[src/rtl/seq_shift_add_multiplier.sv]
// Sequential 8x8 unsigned shift-add multiplier with valid/ready handshakes on both sides.
// A single 8-bit ripple-carry adder does one partial-product step per cycle, then rounds the upper byte.

module adder #(
    parameter int WIDTH = 8
) (
    input  logic [WIDTH-1:0] a,
    input  logic [WIDTH-1:0] b,
    input  logic             cin,
    output logic [WIDTH-1:0] s,
    output logic             cout
);

    logic [WIDTH:0] carry;

    always_comb begin
        carry[0] = cin;
        for (int i = 0; i < WIDTH; i++) begin
            s[i]         = a[i] ^ b[i] ^ carry[i];
            carry[i+1]   = (a[i] & b[i]) | (carry[i] & (a[i] ^ b[i]));
        end
        cout = carry[WIDTH];
    end

endmodule

module seq_shift_add_multiplier #(
    parameter bit ROUND_EN = 1'b1
) (
    input  logic        clk,
    input  logic        rst,
    input  logic        in_valid,
    output logic        in_ready,
    input  logic [7:0]  a,
    input  logic [7:0]  b,
    output logic        out_valid,
    input  logic        out_ready,
    output logic [15:0] prod,
    output logic [7:0]  prod_hi,
    output logic        busy
);

    typedef enum logic [1:0] {
        S_IDLE,
        S_CALC,
        S_ROUND,
        S_DONE
    } state_t;

    state_t      state_q, state_d;
    logic [7:0]  m_q, m_d;
    logic [7:0]  acc_q, acc_d;
    logic [7:0]  q_q, q_d;
    logic        c_q, c_d;
    logic [2:0]  cnt_q, cnt_d;
    logic [15:0] prod_q, prod_d;
    logic [7:0]  prod_hi_q, prod_hi_d;

    logic [7:0]  add_a, add_b, add_s;
    logic        add_cin, add_cout;

    adder #(.WIDTH(8)) u_adder (
        .a    (add_a),
        .b    (add_b),
        .cin  (add_cin),
        .s    (add_s),
        .cout (add_cout)
    );

    // Adder operands depend only on registered state, kept apart from next-state logic
    // so the adder output never feeds back into its own input process.
    always_comb begin
        add_a   = acc_q;
        add_b   = 8'h00;
        add_cin = 1'b0;
        case (state_q)
            S_CALC: begin
                add_b   = q_q[0] ? m_q : 8'h00;
                add_cin = c_q;  // cleared on accept and refilled with 0 every step
            end
            S_ROUND: add_cin = ROUND_EN & q_q[7];
            default: ;
        endcase
    end

    // NOTE: every variable gets its default first so no path leaves it unassigned (no latches).
    always_comb begin
        state_d   = state_q;
        m_d       = m_q;
        acc_d     = acc_q;
        q_d       = q_q;
        c_d       = c_q;
        cnt_d     = cnt_q;
        prod_d    = prod_q;
        prod_hi_d = prod_hi_q;
        case (state_q)
            S_IDLE: begin
                if (in_valid) begin
                    m_d     = a;
                    q_d     = b;
                    acc_d   = 8'h00;
                    c_d     = 1'b0;
                    cnt_d   = 3'd0;
                    state_d = S_CALC;
                end
            end
            S_CALC: begin
                {c_d, acc_d, q_d} = {add_cout, add_s, q_q} >> 1;
                cnt_d = cnt_q + 3'd1;
                if (cnt_q == 3'd7) begin
                    state_d = S_ROUND;
                end
            end
            S_ROUND: begin
                prod_d    = {acc_q, q_q};
                prod_hi_d = add_s;
                state_d   = S_DONE;
            end
            S_DONE: begin
                if (out_ready) begin
                    state_d = S_IDLE;
                end
            end
            default: state_d = S_IDLE;
        endcase
    end

    // NOTE: sequential state uses non-blocking assignments so all registers update together.
    always_ff @(posedge clk) begin
        if (rst) begin
            state_q   <= S_IDLE;
            m_q       <= 8'h00;
            acc_q     <= 8'h00;
            q_q       <= 8'h00;
            c_q       <= 1'b0;
            cnt_q     <= 3'd0;
            prod_q    <= 16'h0000;
            prod_hi_q <= 8'h00;
        end else begin
            state_q   <= state_d;
            m_q       <= m_d;
            acc_q     <= acc_d;
            q_q       <= q_d;
            c_q       <= c_d;
            cnt_q     <= cnt_d;
            prod_q    <= prod_d;
            prod_hi_q <= prod_hi_d;
        end
    end

    assign in_ready  = (state_q == S_IDLE);
    assign out_valid = (state_q == S_DONE);
    assign busy      = (state_q == S_CALC) || (state_q == S_ROUND);
    assign prod      = prod_q;
    assign prod_hi   = prod_hi_q;

endmodule
[config.mk]
export PLATFORM = sky130hd
export DESIGN_NAME = seq_shift_add_multiplier
export DESIGN_NICKNAME = d
export VERILOG_FILES = /design/src/rtl/seq_shift_add_multiplier.sv
export SDC_FILE = /design/constraint.sdc
export NUM_CORES = 1
export LEC_CHECK = 0
export BUFFER_PORTS_ARGS = -buffer_cell sky130_fd_sc_hd__buf_2
export CAP_MARGIN = 40
export CORE_MARGIN = 5
export CORE_UTILIZATION = 49
export DETAILED_ROUTE_END_ITERATION = 12
export GPL_TIMING_DRIVEN = 0
export HOLD_SLACK_MARGIN = 0.12
export PLACE_DENSITY = 0.86
export SYNTH_ARGS = -nofsm -noshare
export SYNTH_HDL_FRONTEND = slang
export SYNTH_HIERARCHICAL = 1
export SYNTH_SLANG_ARGS = --single-unit
export TNS_END_PERCENT = 10
[constraint.sdc]
create_clock -name clk -period 4.7 [get_ports clk]
set_input_delay 0.94 -clock clk [delete_from_list [all_inputs] [get_ports clk]]
set_output_delay 0.94 -clock clk [all_outputs]
set_load 0.02 [all_outputs]
### Word level (Yosys, flattened, before mapping)

Index checks and enable logic that the tools add are counted.

* bits in registers: 54
* word-level logic and storage cells: 77

* add/subtract/negate cells: 1
* eq/ne operators: 7
* mux-type cells: 15
* bitwise gates (word level): 40
* reductions and logical operators: 6

Operators by type and width (number)
* $mux W8: 4
* $pmux W8 S2: 2
* $and A1 B1 Y1: 16
* $xor A1 B1 Y1: 16
* $or A1 B1 Y1: 8
* $pmux W2 S4: 1
* $mux W2: 3
* $pmux W3 S2: 1
* $eq A2 B2 Y1 const B: 2
* $ne A2 B2 Y1 const B: 2
* $pmux W1 S2: 2
* $reduce_and A2 Y1: 2
* $add A3 B1 Y3 const B: 1
* $eq A3 B3 Y1 const B: 1
* $mux W3: 1
* $reduce_and A3 Y1: 1
* $eq A2 B1 Y1 const B: 1
* $logic_not A2 Y1: 1
* $ne A2 B1 Y1 const B: 1
* $reduce_bool A2 Y1: 1
* $logic_or A1 B1 Y1: 1
* $mux W1: 1

### Logic depth before layout (Yosys ltp)

Gate-level depths: netlist of run 1.

* depth in word-level cells: 20
* gate-level depth with buffers: 19

### By module

The synthesis of run 1 kept the hierarchy.

By module, submodules not included
* seq_shift_add_multiplier: instances 1, cells each 221, area an instance 2150.8 um^2, seq. area each 1061.0 um^2
* adder: instances 1, cells each 18, area an instance 197.7 um^2, seq. area each 0.0 um^2

### Least setup slack after synthesis of run 1

Ideal clock, no wire load.

* kind: reg-to-reg
* start point: register state_q[1]
* end point: register acc_q[6]
* library setup time: 65 ps
* data arrival time: 4316 ps
* required time: 4635 ps
* slack: 319 ps
* stages on the path, launching flop included: 20
* path buffers: 2
* period minus slack after synthesis: 4381 ps
* cells stage by stage: dfxtp_1 inv_1 ha_1 buf_4 clkbuf_1 and3_1 fa_1 inv_1 fa_1 inv_1 fa_1 fa_1 fa_1 fa_1 fa_1 inv_1 fa_1 inv_1 a32oi_1 nor2_1

* cells in the longest elaborated chain, start to end: 19
* elaborated cells between the ends (all ways): 39
* classes of those cells: 3 x eq/ne; 3 x mux; 30 x bitwise; 3 x reduce/logical

Ends and longest elaborated chain
* from (decl): RTL line 50 `state_t state_q, state_d;`
* from (signal assigned): RTL line 140 `state_q <= state_d;`
* $eq A2 B1 Y1 *: RTL line 76 `case (state_q)`
* $mux W8 *: RTL line 76
* named net add_b[0]: RTL line 59 `logic [7:0] add_a, add_b, add_s;`
* $xor A1 B1 Y1: RTL line 20 `carry[i+1] = (a[i] & b[i]) | (carry[i] & (a[i] ^ b[i]));`
* $and A1 B1 Y1: RTL line 20
* $or A1 B1 Y1 *: RTL line 20
* $and A1 B1 Y1 *: RTL line 20
* $or A1 B1 Y1 *: RTL line 20
* (+5 left out)
* $or A1 B1 Y1 *: RTL line 20
* $and A1 B1 Y1 *: RTL line 20
* $or A1 B1 Y1 *: RTL line 20
* $and A1 B1 Y1 *: RTL line 20
* $or A1 B1 Y1 *: RTL line 20
* $xor A1 B1 Y1 *: RTL line 19 `s[i] = a[i] ^ b[i] ^ carry[i];`
* named net add_s[7]: RTL line 59
* $pmux W8 S2 *: RTL line 96 `case (state_q)`
* to (signal assigned): RTL line 133 `acc_q <= 8'h00;`
* to (signal assigned): RTL line 142 `acc_q <= acc_d;`
* to (decl): RTL line 52 `logic [7:0] acc_q, acc_d;`

The timed path passes the listed nets; every way through them passes the cells marked *.
A chain may end at the register's enable or synchronous reset.

### Worst setup path in the final report of run 1

Ends and elaborated chain as after synthesis.

==> results.cfg, run 1 <==
[cells_and_area]
areaGrowthSynthToFinish_pct = 15.93
antenna_cells = 0
regArea_sq_um = 1062
multi_input_area_sq_um = 1149
final_nets = 324
fill_cells = 410
drive_gt1_share_pct = 22.34

[power]
p_comb_share_pct = 37.4
p_clk_share_pct = 19.2
ir_worst_vdd_mv = 0.2585
leakage_nw = 1.225
p_int_mw = 0.8100
seqPwrFrac_pct = 43.4
p_per_area_nw_per_um2 = 472.9
power_switching_share_pct = 37.09
switchingPower_mw = 0.4775

[clocking]
clk_pin_slew_worst_paths_ns = 0.09
htree_levels = 2
clock_path_buffers = 2
cts_setup_buffers = 0
cts_tree = done
cts.sinks = 53
clkLatencyLatePin_ns = 0.30
cts_buffers = 5
cts_root_buffer = clkbuf_8

[worst_hold_path]
worstHoldStart = m_q[4]
min_path_type = register to register

[global_route]
grt_pass1_wl_microns = 8418
grt_overflow = 0
grt_antenna_before_repair = 0
track_usage_pct = 16.68
grt_max_degree = 20
grt_pass1_vias = 1854

[drt]
post_drt_wl_per_cell_microns = 14.52
vias = 1816
antenna_left = 0
drtIter0Drc = 158
wl_microns = 5011
via_per_inst = 5.264
drc = 0
dr.pass1.iters = 5

[sta]
finClkSkew_ns = 0.01021
hold_viol = 0
hold_ws_ns = 0.4686
setup_viol = 0
fmax_mhz = 221.9
timing.final.ws_setup_ns = 0.1929
relSlewSlack_pct = 66.59
finalCritPeriodShare_pct = 95.90
fin_tns_setup_ns = 0
worstMarginPinSlew_ns = 0.5011
period_minus_slack_ns = 4.507
rsz0062_at_grt = no
slew_viol_final = 0

[floorplan]
core_sq_um = 4692
rows = 25
initial_core_util_pct = 50.05
die_w_microns = 79.23
pin_count = 47
die_y_microns = 79.23
die_area_sq_um = 6277

[yosys]
syn_nets = 273
synth_cells = 239
synth_adder_area_share_pct = 10.02
synth_top_family_by_area = simple AND/OR/NAND/NOR gates
netlist_area_sq_um = 2349
ys_ff_latch = 53
synth-simple-area-share_pct = 14.92
yosysWarnings = 6
synth-xor-area-share_pct = 0
ys_types = 26
synth_compound_area_share_pct = 9.270
avgSynthCellArea_sq_um = 9.826
yosysSeqAreaShare_pct = 45.18
synthMuxAreaShare_pct = 14.70

[worst_setup_path]
worstPathArrival_ns = 4.74
startpoint_type = register
r2r-start = state_q[1]
endpoint_kind = register
worstPathMaxFanout = 19
startpoint = state_q[1]
crit_required_ns = 4.94
worstSetupPathType = register to register

[place]
place_congestion = 0.7542
pre_cts_ws_ns = -0.002953
hpwl_microns = 3692
port_buffers = 45

[outcome]
run_status = complete, no violations

[flow_run]
max_cap_viol_count = 0
-- final cells by class --
cell class / count / area share (%)
flip-flops and latches: 53 / 39.02
clock inverters: 1 / 0.2757
repair buffers: 45 / 8.272
clock buffers: 7 / 2.803
inverters: 14 / 1.930
well taps: 54 / 2.482
multi-input cells: 155 / 42.19
plain buffers: 16 / 3.033
-- worst max-delay path: stages (launching register included) --
cell     delay, ns
dfxtp_2       0.36
inv_1         0.06
ha_1          0.20
buf_4         0.21
and3_1        0.23
fa_1          0.38
inv_1         0.09
fa_1          0.16
inv_1         0.05
fa_1          0.38
fa_1          0.39
fa_1          0.39
fa_1          0.39
fa_1          0.37
inv_1         0.08
fa_1          0.42
inv_1         0.10
a32oi_1       0.09
nor2_1        0.11
-- power by group through the flow --
stage               combinational, mW  sequential (mW)  clock (mW)
detailed placement              0.483            0.567           0
floorplan                       0.373            0.562           0
CTS                             0.484            0.557       0.253
global placement                0.469            0.563           0
global route                    0.526            0.568       0.275
finish                          0.481            0.559       0.248
-- per-stage QoR --
stage	std cells	cell area [sq um]	power (mW)	util [%]
finish	345	2723	1.288	58.03
global placement	338	2641	1.031	56.29
detailed placement	338	2641	1.050	56.29
CTS	345	2721	1.293	58.00
global route	345	2723	1.370	58.03
floorplan	239	2349	0.9345	-
-- path summary, 6_finish.rpt --
kind / end / slack [ns] / cells past startpoint
worst min-delay path: m_q[4] / 0.47 / 2
worst max-delay path: acc_q[6] / 0.19 / 18
worst min register to register: m_q[4] / 0.47 / 2
worst max register to register: acc_q[6] / 0.19 / 18
-- synth_stat cells --
| cell | instances | area, sq um |
|---|---|---|
| nand2_1 | 12 | 45.04 |
| nor3_2 | 1 | 10.01 |
| ha_1 | 6 | 75.07 |
| mux2i_1 | 33 | 330.3 |
| o211a_1 | 1 | 10.01 |
| mux2_4 | 1 | 15.01 |
| dfxtp_1 | 53 | 1061 |
| nor2b_1 | 2 | 12.51 |
| and3_1 | 8 | 50.05 |
| clkbuf_1 | 8 | 30.03 |
| fa_1 | 8 | 160.2 |
| and2_1 | 1 | 6.260 |
| buf_4 | 2 | 15.01 |
| a21oi_1 | 10 | 50.05 |
| nand2b_1 | 1 | 6.260 |
| buf_6 | 1 | 11.26 |
| inv_1 | 14 | 52.55 |
| nor2_1 | 42 | 157.7 |
| nand3_1 | 8 | 40.04 |
| nand3b_1 | 1 | 7.510 |
| or4_1 | 1 | 7.510 |
| a211oi_1 | 6 | 45.04 |
| a32oi_1 | 10 | 87.58 |
| a211oi_2 | 2 | 25.02 |
| buf_2 | 6 | 30.03 |
| and2b_1 | 1 | 7.510 |
-- cells in the final DEF (no fill, tap or decap), drive strengths merged, types with 2 or more instances in the layout --
cell type  count
a211oi         8
a21oi         10
a32oi         10
and3           8
buf           54
clkbuf        14
dfxtp         53
fa             8
ha             6
inv           14
mux2i         33
nand2         12
nand3          8
nor2          42
nor2b          2
-- state kept, by name (all words and copies together), names as in the netlist --
register,count
acc_q,8
m_q,8
cnt_q,3
prod_hi,8
q_q,8
prod,16
state_q,2
-- cells by family (layout without fill, tap and decap cells) --
family	count (synthesis)	after routing
adders and majority gates	14	14
and+or+nand+nor	78	78
buffers and inverters	31	83
DFF	53	53
muxes	34	34
AOI/OAI and AO/OA	29	29
-- layer usage --
| metal | routed length [microns] | global-route usage, % | up-vias |
|---|---|---|---|
| li1 | - | - | 906 |
| met1 | 2228 | 21.30 | 848 |
| met2 | 2439 | 28.54 | 54 |
| met3 | 248 | 2.834 | 8 |
| met4 | 94 | 5.498 | 0 |
| met5 | 0 | 0 | - |
-- what timing repair did --
action,CTS,global route
pin swaps,0,0
gates resized for setup,0,1
gates cloned,0,0
hold buffers,0,0
setup endpoints to repair,1,2
Power figures use the tool's default switching activity.
==> inputs of run 2 (changes only) <==
--- a/config.mk
+++ b/config.mk
@@ -5,6 +5,7 @@
 export SDC_FILE = /design/constraint.sdc
 export NUM_CORES = 1
 export LEC_CHECK = 0
+export ABC_AREA = 1
 export BUFFER_PORTS_ARGS = -buffer_cell sky130_fd_sc_hd__buf_2
 export CAP_MARGIN = 40
 export CORE_MARGIN = 5
==> run 2 against run 1 <==
Effect of this change: register-to-register slack barely moved; worst hold slack got worse by 0.0062 ns; core utilization rose by 0.37 points; critical path type unchanged; largest power group is now combinational cells; highest routed layer unchanged.
==> results.cfg, run 2 <==
[worst_setup_path]
worstPathArrival_ns = 4.77
cp_top_family = adder cells
slowest_stage = fa_1
startpoint = state_q[1]
worstPathMaxFanout = 10
cp_slowest_stage_delay_ns = 0.42
worst_r2r_path_depth = 19
cp.buffers_inverters = 6
path_cells = inv_1, ha_1, buf_4, nand2_4, nor2_1, fa_1, inv_1, fa_1, inv_1, fa_1, fa_1, fa_1, fa_1, fa_1, inv_1, fa_1, inv_1, nand3_1, a21oi_2
startpoint_type = register
r2r_slack_ns = 0.18
cp.depth = 19
crit_top_cell = fa_1
worstSetupPathType = register to register
timing.rr.end = acc_q[6]
r2r-start = state_q[1]
endpoint = acc_q[6]
crit_required_ns = 4.95
endpoint_kind = register

[sta]
finalCritPeriodShare_pct = 96.13
slew_viol_final = 0
setup_viol = 0
relSlewSlack_pct = 65.44
worstMarginPinSlew_ns = 0.5185
hold_viol = 0
rsz0062_at_grt = no
finClkSkew_ns = 0.007717
fin_tns_setup_ns = 0
period_minus_slack_ns = 4.518
fmax_mhz = 221.3

[floorplan]
pin_count = 47
initial_core_util_pct = 49.95
core_sq_um = 4692
rows = 25
die_area_sq_um = 6266
die_y_microns = 79.16
die_w_microns = 79.16

[power]
p_clk_share_pct = 16.2
switchingPower_mw = 0.6928
p_per_area_nw_per_um2 = 584.4
power_switching_share_pct = 43.26
leakage_nw = 1.360
ir_worst_vdd_mv = 0.2932
p_int_mw = 0.9085
p_comb_share_pct = 44.0
seqPwrFrac_pct = 39.9

[global_route]
grt_pass1_vias = 2032
grt_overflow = 0
grt_pass1_wl_microns = 9197
grt_antenna_before_repair = 0
track_usage_pct = 18.65
grt_max_degree = 17

[yosys]
synth_most_common_cell = nor2_1
yosysSeqAreaShare_pct = 45.27
synth_cells = 305
netlist_area_sq_um = 2343
ys_ff_latch = 53
synth_commonest_cells = nor2_1, dfxtp_1, o21ai_0, inv_1, nand2_1
syn_nets = 339
synth-edff-count = 0
synth_top_area_cell = dfxtp_1
yosysWarnings = 6
ys.flop_type = dfxtp_1
synth_top_area_share_pct = 45.27
avgSynthCellArea_sq_um = 7.684
synth_area_leaders = dfxtp_1, nor2_1, o21ai_0
synthArstFlopShare_pct = 0
ys_types = 18

[cells_and_area]
layout_common_cells = nor2_1, dfxtp_1, buf_2
drive_gt1_share_pct = 20.33
areaGrowthSynthToFinish_pct = 16.92
design_area_sq_um = 2740
largest_register_ff_count = 16
antenna_cells = 0
final_nets = 392
final_common_cell = nor2_1

[drt]
vias = 2121
antenna_left = 0
drc = 0
wl_microns = 5371
dr.pass1.iters = 4
post_drt_wl_per_cell_microns = 13.00
via_per_inst = 5.136
drtIter0Drc = 177

[clocking]
cts.sinks = 53
clkLatencyLatePin_ns = 0.31
hold_buffers = 0
cts_root_buffer = clkbuf_8
cts_tree = done
clock_path_buffers = 2
clk_pin_slew_worst_paths_ns = 0.10
htree_levels = 2
cts_buffers = 5

[flow_run]
max_cap_viol_count = 0

[place]
port_buffers = 46
hpwl_microns = 3968
placed_area_sq_um = 2641
place_congestion = 0.8331

[worst_hold_path]
min_path_type = register to register

[outcome]
run_status = complete, no violations
run 2: cell types whose count changed in the layout (fill, tap and decap cells not counted), moves of 3 or more:
cell	change
a32oi_1	-10
mux2i_1	-33
nand3_1	+3
a211oi_1	-6
nand2_1	+16
a21oi_1	+8
nand2_2	+4
inv_1	+20
o21ai_0	+47
and3_1	-8
nor2_1	+33
run 2: logic make-up after synthesis:
| group | Yosys count | share of synthesized area [%] |
|---|---|---|
| buffers and inverters | 51 | 9.503 |
| AO/OA/AOI/OAI | 67 | 14.63 |
| adder cells (fa/ha/maj) | 14 | 10.04 |
| flip-flops | 53 | 45.28 |
| AND/OR/NAND/NOR | 120 | 20.55 |
run 2: metal layers:
| layer | share of wire [%] | global-route usage [%] |
|---|---|---|
| met2 | 50 | 31.48 |
| met1 | 43 | 23.35 |
| met4 | 1.8 | 7.560 |
| met5 | 0 | 0 |
| met3 | 6.1 | 3.515 |
run 2: worst min-delay path, stage by stage, from the launching register on:
cell and delay [ns]:
dfxtp_1 0.31, inv_1 0.06, a21oi_1 0.06
run 2: worst min-delay path by stage:
stage	startpoint	end	slack [ns]	cells past startpoint
2_1_floorplan	m_q[0]	m_q[0]	0.43	2
3_3_place_gp	m_q[7]	m_q[7]	0.44	2
3_5_place_dp	m_q[0]	m_q[0]	0.45	2
4_1_cts	m_q[0]	m_q[0]	0.46	2
5_1_grt	m_q[4]	m_q[4]	0.49	2
6_report	m_q[0]	m_q[0]	0.46	2
run 2: repair_timing:
item	in CTS	in global routing
setup endpoints to repair	0	2
buffers inserted	0	0
gates resized for setup	0	5
run 2: cell type report:
cell class	count	area, sq um
clock inverters	2	13.76
multi-input cells	201	1070
inverters	36	140.1
repair buffers	46	230.2
clock buffers	6	72.57
fillers	433	1952
well taps	54	67.56
plain buffers	15	85.08
flip-flops and latches	53	1061
run 2: stage by stage:
stage	util (%)	instances	setup slack [ns]	hold slack (ns)	power, mW
finish	58.40	413	0.1818	0.4624	1.601
global route	58.40	413	0.01474	0.4863	1.733
CTS	58.13	413	0.04386	0.4642	1.604
detailed placement	56.29	405	0.05332	0.4486	1.345
global placement	56.29	405	0.1438	0.4409	1.321
floorplan	-	305	0.3923	0.4294	1.137
run 2: power by group through the flow:
| stage | clock (mW) | sequential (mW) | combinational (mW) |
|---|---|---|---|
| finish | 0.259 | 0.638 | 0.704 |
| detailed placement | 0 | 0.648 | 0.697 |
| global placement | 0 | 0.640 | 0.681 |
| floorplan | 0 | 0.712 | 0.425 |
| CTS | 0.265 | 0.638 | 0.701 |
| global route | 0.283 | 0.653 | 0.797 |
